**config.mk**
```make
export PLATFORM = sky130hd
export DESIGN_NAME = multicycle_control
export DESIGN_NICKNAME = d
export VERILOG_FILES = /design/src/rtl/ctrl_pkg.sv /design/src/rtl/instr_decode.sv /design/src/rtl/multicycle_control.sv
export SDC_FILE = /design/constraint.sdc
export NUM_CORES = 1
export LEC_CHECK = 0
export BUFFER_PORTS_ARGS = -buffer_cell sky130_fd_sc_hd__buf_2
export CORE_MARGIN = 3
export CORE_UTILIZATION = 50
export DETAILED_ROUTE_END_ITERATION = 7
export GPL_TIMING_DRIVEN = 0
export PLACE_DENSITY = 0.82
export SLEW_MARGIN = 20
export SYNTH_ARGS = -nofsm -noshare
export SYNTH_HDL_FRONTEND = slang
export SYNTH_HIERARCHICAL = 1
export SYNTH_SLANG_ARGS = --single-unit
```
**constraint.sdc**
```tcl
create_clock -name clk -period 4.6 [get_ports clk]
set_clock_uncertainty 0.2 [all_clocks]
set_input_delay 0.23 -clock clk [delete_from_list [all_inputs] [get_ports clk]]
set_output_delay 0.23 -clock clk [all_outputs]
set_load 0.005 [all_outputs]
```
**src/rtl/ctrl_pkg.sv**
```systemverilog
// rtl/ctrl_pkg.sv - shared state, opcode and ALU-op encodings for the multicycle controller
package ctrl_pkg;

    typedef enum logic [2:0] {
        S_FETCH   = 3'd0,
        S_DECODE  = 3'd1,
        S_EXECUTE = 3'd2,
        S_MEM     = 3'd3,
        S_WB      = 3'd4,
        S_TRAP    = 3'd5
    } state_e;

    // Instruction class latched at DECODE; steers EXECUTE/MEM sequencing.
    typedef enum logic [2:0] {
        CLS_R,
        CLS_I,
        CLS_LOAD,
        CLS_STORE,
        CLS_BRANCH
    } cls_e;

    localparam logic [6:0] OP_R      = 7'b0110011;
    localparam logic [6:0] OP_I      = 7'b0010011;
    localparam logic [6:0] OP_LOAD   = 7'b0000011;
    localparam logic [6:0] OP_STORE  = 7'b0100011;
    localparam logic [6:0] OP_BRANCH = 7'b1100011;

    localparam logic [3:0] ALU_ADD = 4'b0000;
    localparam logic [3:0] ALU_SUB = 4'b0001;
    localparam logic [3:0] ALU_AND = 4'b1000;
    localparam logic [3:0] ALU_OR  = 4'b1001;
    localparam logic [3:0] ALU_XOR = 4'b1100;
    localparam logic [3:0] ALU_NOP = 4'b0110;

endpackage

```
**src/rtl/instr_decode.sv**
```systemverilog
// rtl/instr_decode.sv - combinational RV32 subset decoder (R, I-ALU, load, store, BEQ/BNE)
//   ir       in   instruction register
//   cls      out  instruction class
//   rs1/rs2/rd out register indices (rs2 forced 0 for I-type and loads)
//   imm      out  sign-extended immediate for the class
//   alu_op   out  ALU operation code
//   alu_src  out  1 = immediate operand
//   wb_sel   out  1 = write back load data
//   illegal  out  unsupported opcode or funct combination
module instr_decode
    import ctrl_pkg::*;
#(
    parameter int XLEN     = 32,
    parameter int ALU_OP_W = 4
) (
    input  logic [31:0]         ir,
    output cls_e                cls,
    output logic [4:0]          rs1,
    output logic [4:0]          rs2,
    output logic [4:0]          rd,
    output logic [XLEN-1:0]     imm,
    output logic [ALU_OP_W-1:0] alu_op,
    output logic                alu_src,
    output logic                wb_sel,
    output logic                illegal
);

    logic [6:0]      opcode;
    logic [2:0]      funct3;
    logic [6:0]      funct7;
    logic [XLEN-1:0] imm_i;
    logic [XLEN-1:0] imm_s;
    logic [XLEN-1:0] imm_b;
    logic [3:0]      op4;

    assign opcode = ir[6:0];
    assign funct3 = ir[14:12];
    assign funct7 = ir[31:25];
    assign rs1    = ir[19:15];
    assign rd     = ir[11:7];

    assign imm_i = {{(XLEN-12){ir[31]}}, ir[31:20]};
    assign imm_s = {{(XLEN-12){ir[31]}}, ir[31:25], ir[11:7]};
    assign imm_b = {{(XLEN-13){ir[31]}}, ir[31], ir[7], ir[30:25], ir[11:8], 1'b0};

    assign alu_op = ALU_OP_W'(op4);

    always_comb begin
        cls     = CLS_R;
        rs2     = ir[24:20];
        imm     = '0;
        op4     = ALU_NOP;
        alu_src = 1'b0;
        wb_sel  = 1'b0;
        illegal = 1'b0;
        case (opcode)
            OP_R: begin
                cls = CLS_R;
                case ({funct7, funct3})
                    10'b0000000_000: op4 = ALU_ADD;
                    10'b0100000_000: op4 = ALU_SUB;
                    10'b0000000_100: op4 = ALU_XOR;
                    10'b0000000_110: op4 = ALU_OR;
                    10'b0000000_111: op4 = ALU_AND;
                    default:         illegal = 1'b1;
                endcase
            end
            OP_I: begin
                cls     = CLS_I;
                rs2     = 5'd0;
                imm     = imm_i;
                alu_src = 1'b1;
                case (funct3)
                    3'b000:  op4 = ALU_ADD;
                    3'b100:  op4 = ALU_XOR;
                    3'b110:  op4 = ALU_OR;
                    3'b111:  op4 = ALU_AND;
                    default: illegal = 1'b1;
                endcase
            end
            OP_LOAD: begin
                cls     = CLS_LOAD;
                rs2     = 5'd0;
                imm     = imm_i;
                op4     = ALU_ADD;
                alu_src = 1'b1;
                wb_sel  = 1'b1;
                illegal = !(funct3 inside {3'b000, 3'b001, 3'b010, 3'b100, 3'b101});
            end
            OP_STORE: begin
                cls     = CLS_STORE;
                imm     = imm_s;
                op4     = ALU_ADD;
                alu_src = 1'b1;
                illegal = (funct3 > 3'b010);
            end
            OP_BRANCH: begin
                cls     = CLS_BRANCH;
                imm     = imm_b;
                op4     = ALU_SUB;
                // Only BEQ (000) and BNE (001) are supported.
                illegal = (funct3[2:1] != 2'b00);
            end
            default: illegal = 1'b1;
        endcase
    end

endmodule

```
**src/rtl/multicycle_control.sv**
```systemverilog
// rtl/multicycle_control.sv - multicycle FETCH/DECODE/EXECUTE/MEM/WB control FSM and PC
//   clk, rst_n            clock, synchronous active-low reset
//   imem_req/addr/ready/rdata  instruction fetch handshake
//   dmem_req/we/funct3/ready   data access handshake
//   alu_zero              ALU result is zero (branch compare)
//   alu_op/alu_src/imm    ALU controls and immediate
//   rs1/rs2/rd/rf_we/wb_sel  register file controls
//   pc/illegal/state      program counter, sticky illegal flag, FSM state
module multicycle_control
    import ctrl_pkg::*;
#(
    parameter int              XLEN     = 32,
    parameter logic [XLEN-1:0] RESET_PC = '0,
    parameter int              ALU_OP_W = 4
) (
    input  logic                clk,
    input  logic                rst_n,
    output logic                imem_req,
    output logic [XLEN-1:0]     imem_addr,
    input  logic                imem_ready,
    input  logic [31:0]         imem_rdata,
    output logic                dmem_req,
    output logic                dmem_we,
    output logic [2:0]          dmem_funct3,
    input  logic                dmem_ready,
    input  logic                alu_zero,
    output logic [ALU_OP_W-1:0] alu_op,
    output logic                alu_src,
    output logic [XLEN-1:0]     imm,
    output logic [4:0]          rs1,
    output logic [4:0]          rs2,
    output logic [4:0]          rd,
    output logic                rf_we,
    output logic                wb_sel,
    output logic [XLEN-1:0]     pc,
    output logic                illegal,
    output logic [2:0]          state
);

    state_e                state_q;
    cls_e                  cls_q;
    logic [31:0]           ir_q;
    logic [XLEN-1:0]       pc_q;
    logic [XLEN-1:0]       imm_q;
    logic [4:0]            rs1_q, rs2_q, rd_q;
    logic [ALU_OP_W-1:0]   alu_op_q;
    logic                  alu_src_q, wb_sel_q, illegal_q;

    cls_e                  dec_cls;
    logic [4:0]            dec_rs1, dec_rs2, dec_rd;
    logic [XLEN-1:0]       dec_imm;
    logic [ALU_OP_W-1:0]   dec_alu_op;
    logic                  dec_alu_src, dec_wb_sel, dec_illegal;

    logic [XLEN-1:0]       pc_plus4;
    logic                  branch_taken;

    instr_decode #(
        .XLEN     (XLEN),
        .ALU_OP_W (ALU_OP_W)
    ) u_decode (
        .ir      (ir_q),
        .cls     (dec_cls),
        .rs1     (dec_rs1),
        .rs2     (dec_rs2),
        .rd      (dec_rd),
        .imm     (dec_imm),
        .alu_op  (dec_alu_op),
        .alu_src (dec_alu_src),
        .wb_sel  (dec_wb_sel),
        .illegal (dec_illegal)
    );

    // Additions wrap naturally modulo 2^XLEN.
    assign pc_plus4     = pc_q + XLEN'(4);
    // ir[12] separates BNE (1) from BEQ (0).
    assign branch_taken = ir_q[12] ? ~alu_zero : alu_zero;

    always_ff @(posedge clk) begin
        if (!rst_n) begin
            state_q   <= S_FETCH;
            cls_q     <= CLS_R;
            ir_q      <= '0;
            pc_q      <= RESET_PC;
            imm_q     <= '0;
            rs1_q     <= '0;
            rs2_q     <= '0;
            rd_q      <= '0;
            alu_op_q  <= ALU_OP_W'(ALU_NOP);
            alu_src_q <= 1'b0;
            wb_sel_q  <= 1'b0;
            illegal_q <= 1'b0;
        end else begin
            case (state_q)
                S_FETCH: begin
                    if (imem_ready) begin
                        ir_q    <= imem_rdata;
                        state_q <= S_DECODE;
                    end
                end
                S_DECODE: begin
                    if (dec_illegal) begin
                        illegal_q <= 1'b1;
                        state_q   <= S_TRAP;
                    end else begin
                        cls_q     <= dec_cls;
                        rs1_q     <= dec_rs1;
                        rs2_q     <= dec_rs2;
                        rd_q      <= dec_rd;
                        imm_q     <= dec_imm;
                        alu_op_q  <= dec_alu_op;
                        alu_src_q <= dec_alu_src;
                        wb_sel_q  <= dec_wb_sel;
                        state_q   <= S_EXECUTE;
                    end
                end
                S_EXECUTE: begin
                    case (cls_q)
                        CLS_LOAD, CLS_STORE: state_q <= S_MEM;
                        CLS_BRANCH: begin
                            pc_q    <= branch_taken ? (pc_q + imm_q) : pc_plus4;
                            state_q <= S_FETCH;
                        end
                        default: state_q <= S_WB;
                    endcase
                end
                S_MEM: begin
                    if (dmem_ready) begin
                        if (cls_q == CLS_STORE) begin
                            pc_q    <= pc_plus4;
                            state_q <= S_FETCH;
                        end else begin
                            state_q <= S_WB;
                        end
                    end
                end
                S_WB: begin
                    pc_q    <= pc_plus4;
                    state_q <= S_FETCH;
                end
                S_TRAP: state_q <= S_TRAP;
                default: state_q <= S_FETCH;
            endcase
        end
    end

    // Requests and the write strobe are masked by rst_n so an access in flight
    // is dropped the moment reset is asserted, not one edge later.
    assign imem_req    = rst_n && (state_q == S_FETCH);
    assign dmem_req    = rst_n && (state_q == S_MEM);
    assign dmem_we     = dmem_req && (cls_q == CLS_STORE);
    assign rf_we       = rst_n && (state_q == S_WB) && (rd_q != 5'd0);
    assign imem_addr   = pc_q;
    assign dmem_funct3 = ir_q[14:12];
    assign alu_op      = alu_op_q;
    assign alu_src     = alu_src_q;
    assign imm         = imm_q;
    assign rs1         = rs1_q;
    assign rs2         = rs2_q;
    assign rd          = rd_q;
    assign wb_sel      = wb_sel_q;
    assign pc          = pc_q;
    assign illegal     = illegal_q;
    assign state       = state_q;

endmodule

```
After elaboration in Yosys (flattened, before gate mapping) --
Cells that the tools add are included.
Cells by class: eq/ne operators 27, add/subtract/negate cells 2, mux-type cells 23, magnitude comparators 1, bitwise logic cells 2, reductions and logical operators 24
Operators with widths (number):
- $pmux W32 S3 | 2
- $mux W32 | 4
- $add A32 B3 Y32 const B | 1
- $add A32 B32 Y32 | 1
- $pmux W4 S4 | 2
- $eq A10 B3 Y1 const B | 3
- $eq A3 B3 Y1 const B | 7
- $pmux W4 S5 | 1
- $eq A3 B2 Y1 const B | 5
- $pmux W3 S5 | 1
- $eq A7 B6 Y1 const B | 2
- $mux W3 | 4
- $pmux W3 S4 | 1
- $eq A10 B9 Y1 const B | 1
- $logic_not A10 Y1 | 1
- $reduce_bool A5 Y1 | 2
- $ne A2 B2 Y1 const B | 4
- $reduce_and A2 Y1 | 4
- $eq A7 B2 Y1 const B | 1
- $eq A7 B5 Y1 const B | 1
- $eq A7 B7 Y1 const B | 1
- $eq A3 B1 Y1 const B | 2
- $logic_not A3 Y1 | 2
- $pmux W3 S2 | 1
- 14 further kinds | 25
Storage, ports and cells: logic and storage cells 91, flip-flop bits (word level) 124, bits of input ports 37, output and inout port bits 128

Depth between registers and ports, before layout --
depth after elaboration 6, mapped depth 11, gate-level depth less buffers 11

Cells and area by module --
The synthesis kept the hierarchy.
Modules (own cells, without submodules):
- multicycle_control | cells each 970, seq. area each 2482.4 sq um, area an instance 7134.3 sq um, times used 1
- instr_decode | cells each 99, seq. area each 0.0 sq um, area an instance 680.7 sq um, times used 1

Least setup slack after synthesis --
OpenSTA, ideal clock, no wires.
path kind reg-to-reg, from register ir_q[6], to register alu_src_q, in the netlist alu_src, buffers on the path 3, stages on the path, launching flop included 11, library setup time 70 ps, clock period less this slack 2795 ps, path slack 1805 ps, arrival 2525 ps, data required time 4330 ps, path through dfxtp_1 > buf_6 > or4_4 > nor4_4 > a311o_2 > o211ai_1 > nor3_1 > clkbuf_1 > buf_1 > nand2_1 > a21oi_1
On the way: cells in the longest elaborated chain, start to end 4, elaborated cells between the ends (all ways) 10, those cells by class eq/ne: 5; mux: 2; bitwise: 1; reduce/logical: 2
Ends and longest elaborated chain:
- from (decl) | line multicycle_control.sv:42 | logic [31:0] ir_q;
- from (signal assigned) | line multicycle_control.sv:97 | ir_q <= imem_rdata;
- $eq A7 B7 Y1, or another cell as far along | line instr_decode.sv:56 | case (opcode)
- $pmux W1 S5 (*) | line instr_decode.sv:56
- net dec_illegal | line multicycle_control.sv:53 | logic dec_alu_src, dec_wb_sel, dec_illegal;
- $not A1 Y1 (no line) (*)
- $reduce_and A2 Y1 (no line) (*)
- to (signal assigned) | line multicycle_control.sv:112 | alu_src_q <= dec_alu_src;
- to (decl) | line multicycle_control.sv:47 | logic alu_src_q, wb_sel_q, illegal_q;
The timed path passes the listed nets; every way through them passes the cells marked *. A chain may end at the register's enable or synchronous reset.

Final worst setup path --
from register ir_q[6], to register rs2_q[4], in the netlist rs2[4]
On the way: cells in the longest elaborated chain, start to end 4, elaborated cells between the ends (all ways) 10, those cells by class eq/ne: 5; mux: 2; bitwise: 1; reduce/logical: 2
Ends and longest elaborated chain:
- $eq A7 B7 Y1, or another cell as far along | line instr_decode.sv:56
- $pmux W1 S5 (*) | line instr_decode.sv:56
- net dec_illegal | line multicycle_control.sv:53
- $not A1 Y1 (no line) (*)
- $reduce_and A2 Y1 (no line) (*)
- to (signal assigned) | line multicycle_control.sv:108 | rs2_q <= dec_rs2;
- to (decl) | line multicycle_control.sv:45 | logic [4:0] rs1_q, rs2_q, rd_q;
Marks and branches as above.

==> impl_metrics.ini <==
[status]
status = completed

[cts]
path_clk_slew_ns = 0.06
cts_tree = built
clock-sinks = 124
cts_resized = 0
clockRootBuffer = clkbuf_16
postCtsHoldBufs = 33
clock_latency_ns = 0.43
cts_setup_buffers = 0
cts_buffer_depth = 2
cts_max_level = 4
numCtsBuffers = 17

[synth]
synthArstFlopShare_pct = 0
synth_top_family_by_area = simple AND/OR/NAND/NOR gates
synth-seq-area-share_pct = 31.8
synth_area_leader_cell = dfxtp_1
avgSynthCellArea_um2 = 7.31
netlist_instances = 1069
ys_types = 73
synth_fa_ha_area_share_pct = 5.38
yosys-mux-area-fraction_pct = 0.528
synth_area_um2 = 7810
synth_area_leaders = dfxtp_1 (32%), nand2_1 (11%), a21oi_1 (10%)
ys_ff_latch = 124
synth_flop_cell = dfxtp_1
synth_edf_count = 0
synthXorXnorAreaFrac_pct = 2.35
yosysTopAreaCellShare_pct = 31.8
yosysWarnings = 6
synthSimpleGateAreaFrac_pct = 25.3
synth_compound_area_share_pct = 24.7
syn_nets = 1139

[routing]
wl_um = 25400
vias = 8711
drt-initial-drc-count = 783
ant_nets = 0
routed_via_density = 5.77
wire_per_inst_um = 16.8
route.detailed.drc = 0
firstDrtPassIters = 5

[finish]
mostFrequentLayoutCells = nand2_1 (229), buf_2 (166), a21oi_1 (161), dfxtp_1 (124), buf_4 (64)
area_delta_synth_final_pct = 26.3
drive_gt1_share_pct = 21.9
fillerInstances = 1330
final_nets = 1356
final_common_cell = nand2_1
layout.cells.non_filler = 1510
diodes = 0

[placement]
routabilityCongestion = 0.956
port_buffers = 164
hpwl_um = 18500
place_ws_ns = 1.11
place_inst = 1445

[setup_path]
required_ns = 4.75
cp-end-kind = flip-flop
worst-path-max-fanout = 10
r2r_slack_ns = 1.0
start_kind = flip-flop
worstPathArrival_ns = 3.75
timing_worst_setup_path_type = flip-flop to flip-flop

[pwr]
swShare_pct = 25.1
p_clk_share_pct = 49.4
p_int_mw = 2.15
power_density_nw_per_um2 = 291
peakVddDrop_v = 0.000259
pwr-share-seq_pct = 39.7
switchingPower_mw = 0.720
p_total_mw = 2.87
p_leak_nw = 4.38
combPwrFrac_pct = 10.9

[timing]
fin_crit_sh_pct = 78.3
relSlewSlack_pct = 36.5
fmax_mhz = 278
whs_ns = 0.0987
setup_viol = 0
timing.final.crit_period_ns = 3.60
worstMarginPinSlew_ns = 0.948
hold_violations = 0
rsz0062_at_grt = false
setup_ws_ns = 0.998
drv_slew = 0
fin_tns_setup_ns = 0

[global_routing]
grt_first_pass_wirelength_um = 39900
grt_pass1_vias = 7886
grt-ovfl-total = 0
grt_antenna_before_repair = 1
grt_max_degree = 19
track_usage_pct = 29.2

[die]
die-height_um = 131
coreArea_um2 = 15300
pin_count = 165
rows = 45
fp.dieArea_um2 = 17200
start_util_pct = 51.2
die_w_um = 131

[min_path]
hold_class = input port to flip-flop

[job]
max-cap-violations = 0
logic make-up after synthesis:
kind of cell	count (synthesis)
xor gates and xnor gates	21
muxes	4
DFF	124
buffers and inverters	141
AOI/OAI and AO/OA	316
and+or+nand+nor	430
adders and majority gates	33
path summary, 6_finish.rpt:
check / cells past startpoint / startpoint / endpoint
worst max-delay path: 10 / ir_q[6] / rs2[4]
worst min-delay path: 5 / imem_ready / state[2]
worst max register to register: 10 / ir_q[6] / rs2[4]
worst min register to register: 2 / ir_q[17] / ir_q[17]
layout make-up:
cell class / instances / area [um^2] / share of cell area (%)
multi-input cells: 804 / 4560 / 46.2
clock buffers: 20 / 447 / 4.53
inverters: 14 / 52.6 / 0.533
repair buffers: 198 / 1160 / 11.8
flip-flops and latches: 124 / 2480 / 25.2
well taps: 211 / 264 / 2.68
plain buffers: 127 / 728 / 7.38
clock inverters: 12 / 170 / 1.72
metrics by stage:
step	instance area, um^2	utilization (%)
2_1_floorplan	7820	-
3_3_place_gp	8900	58.3
3_5_place_dp	8920	58.5
4_1_cts	9870	64.7
5_1_grt	9870	64.7
6_report	9870	64.7
layer usage:
layer / global-route usage, % / vias up / wire length [um]
met1: 37.2 / 4021 / 10300
met5: 0 / - / 13
met3: 7.44 / 79 / 2420
li1: - / 4153 / -
met4: 10.6 / 2 / 734
met2: 47.9 / 456 / 12000
registers in the layout, indices dropped and copies added (netlist names):
signal	flops
rd	5
cls_q	3
illegal	1
imem_addr	32
rs1	5
alu_src	1
state	3
ir_q	32
alu_op	4
wb_sel	1
imm	32
rs2	5
worst max-delay path, cell delays in order (launching register included):
cell,delay (ns)
dfxtp_1,0.32
buf_6,0.14
or4_4,0.54
nor4_4,0.25
a311o_2,0.28
o211ai_1,0.19
nor3_1,0.35
clkbuf_1,0.53
buf_1,0.45
nand2_1,0.12
a21oi_1,0.15
power by group through the flow:
stage / registers, mW / clock network, mW / logic (mW)
after floorplan: 1.15 / 0 / 0.185
after global placement: 1.16 / 0 / 0.274
after detailed placement: 1.16 / 0 / 0.278
after CTS: 1.14 / 1.41 / 0.302
after global routing: 1.14 / 1.47 / 0.338
final: 1.14 / 1.42 / 0.312
cell usage after synthesis (all sizes together), types with 4 or more instances:
cell,n
inv,14
o21ai,46
xnor2,11
nor4,4
o2111ai,4
nor3b,6
and2,10
dfxtp,124
a21boi,4
nand2b,8
a22o,6
a21o,18
a21oi,162
o221ai,4
nand2,229
o211ai,10
and3,10
nor2b,22
or2,5
xor2,10
o21a,8
buf,71
nor2,51
a221o,4
a211oi,9
a41oi,4
ha,32
nand3,30
nor3,28
clkbuf,56
nand4,14
a31oi,9
o22ai,6
No activity file was read; power rests on OpenSTA's default activity.
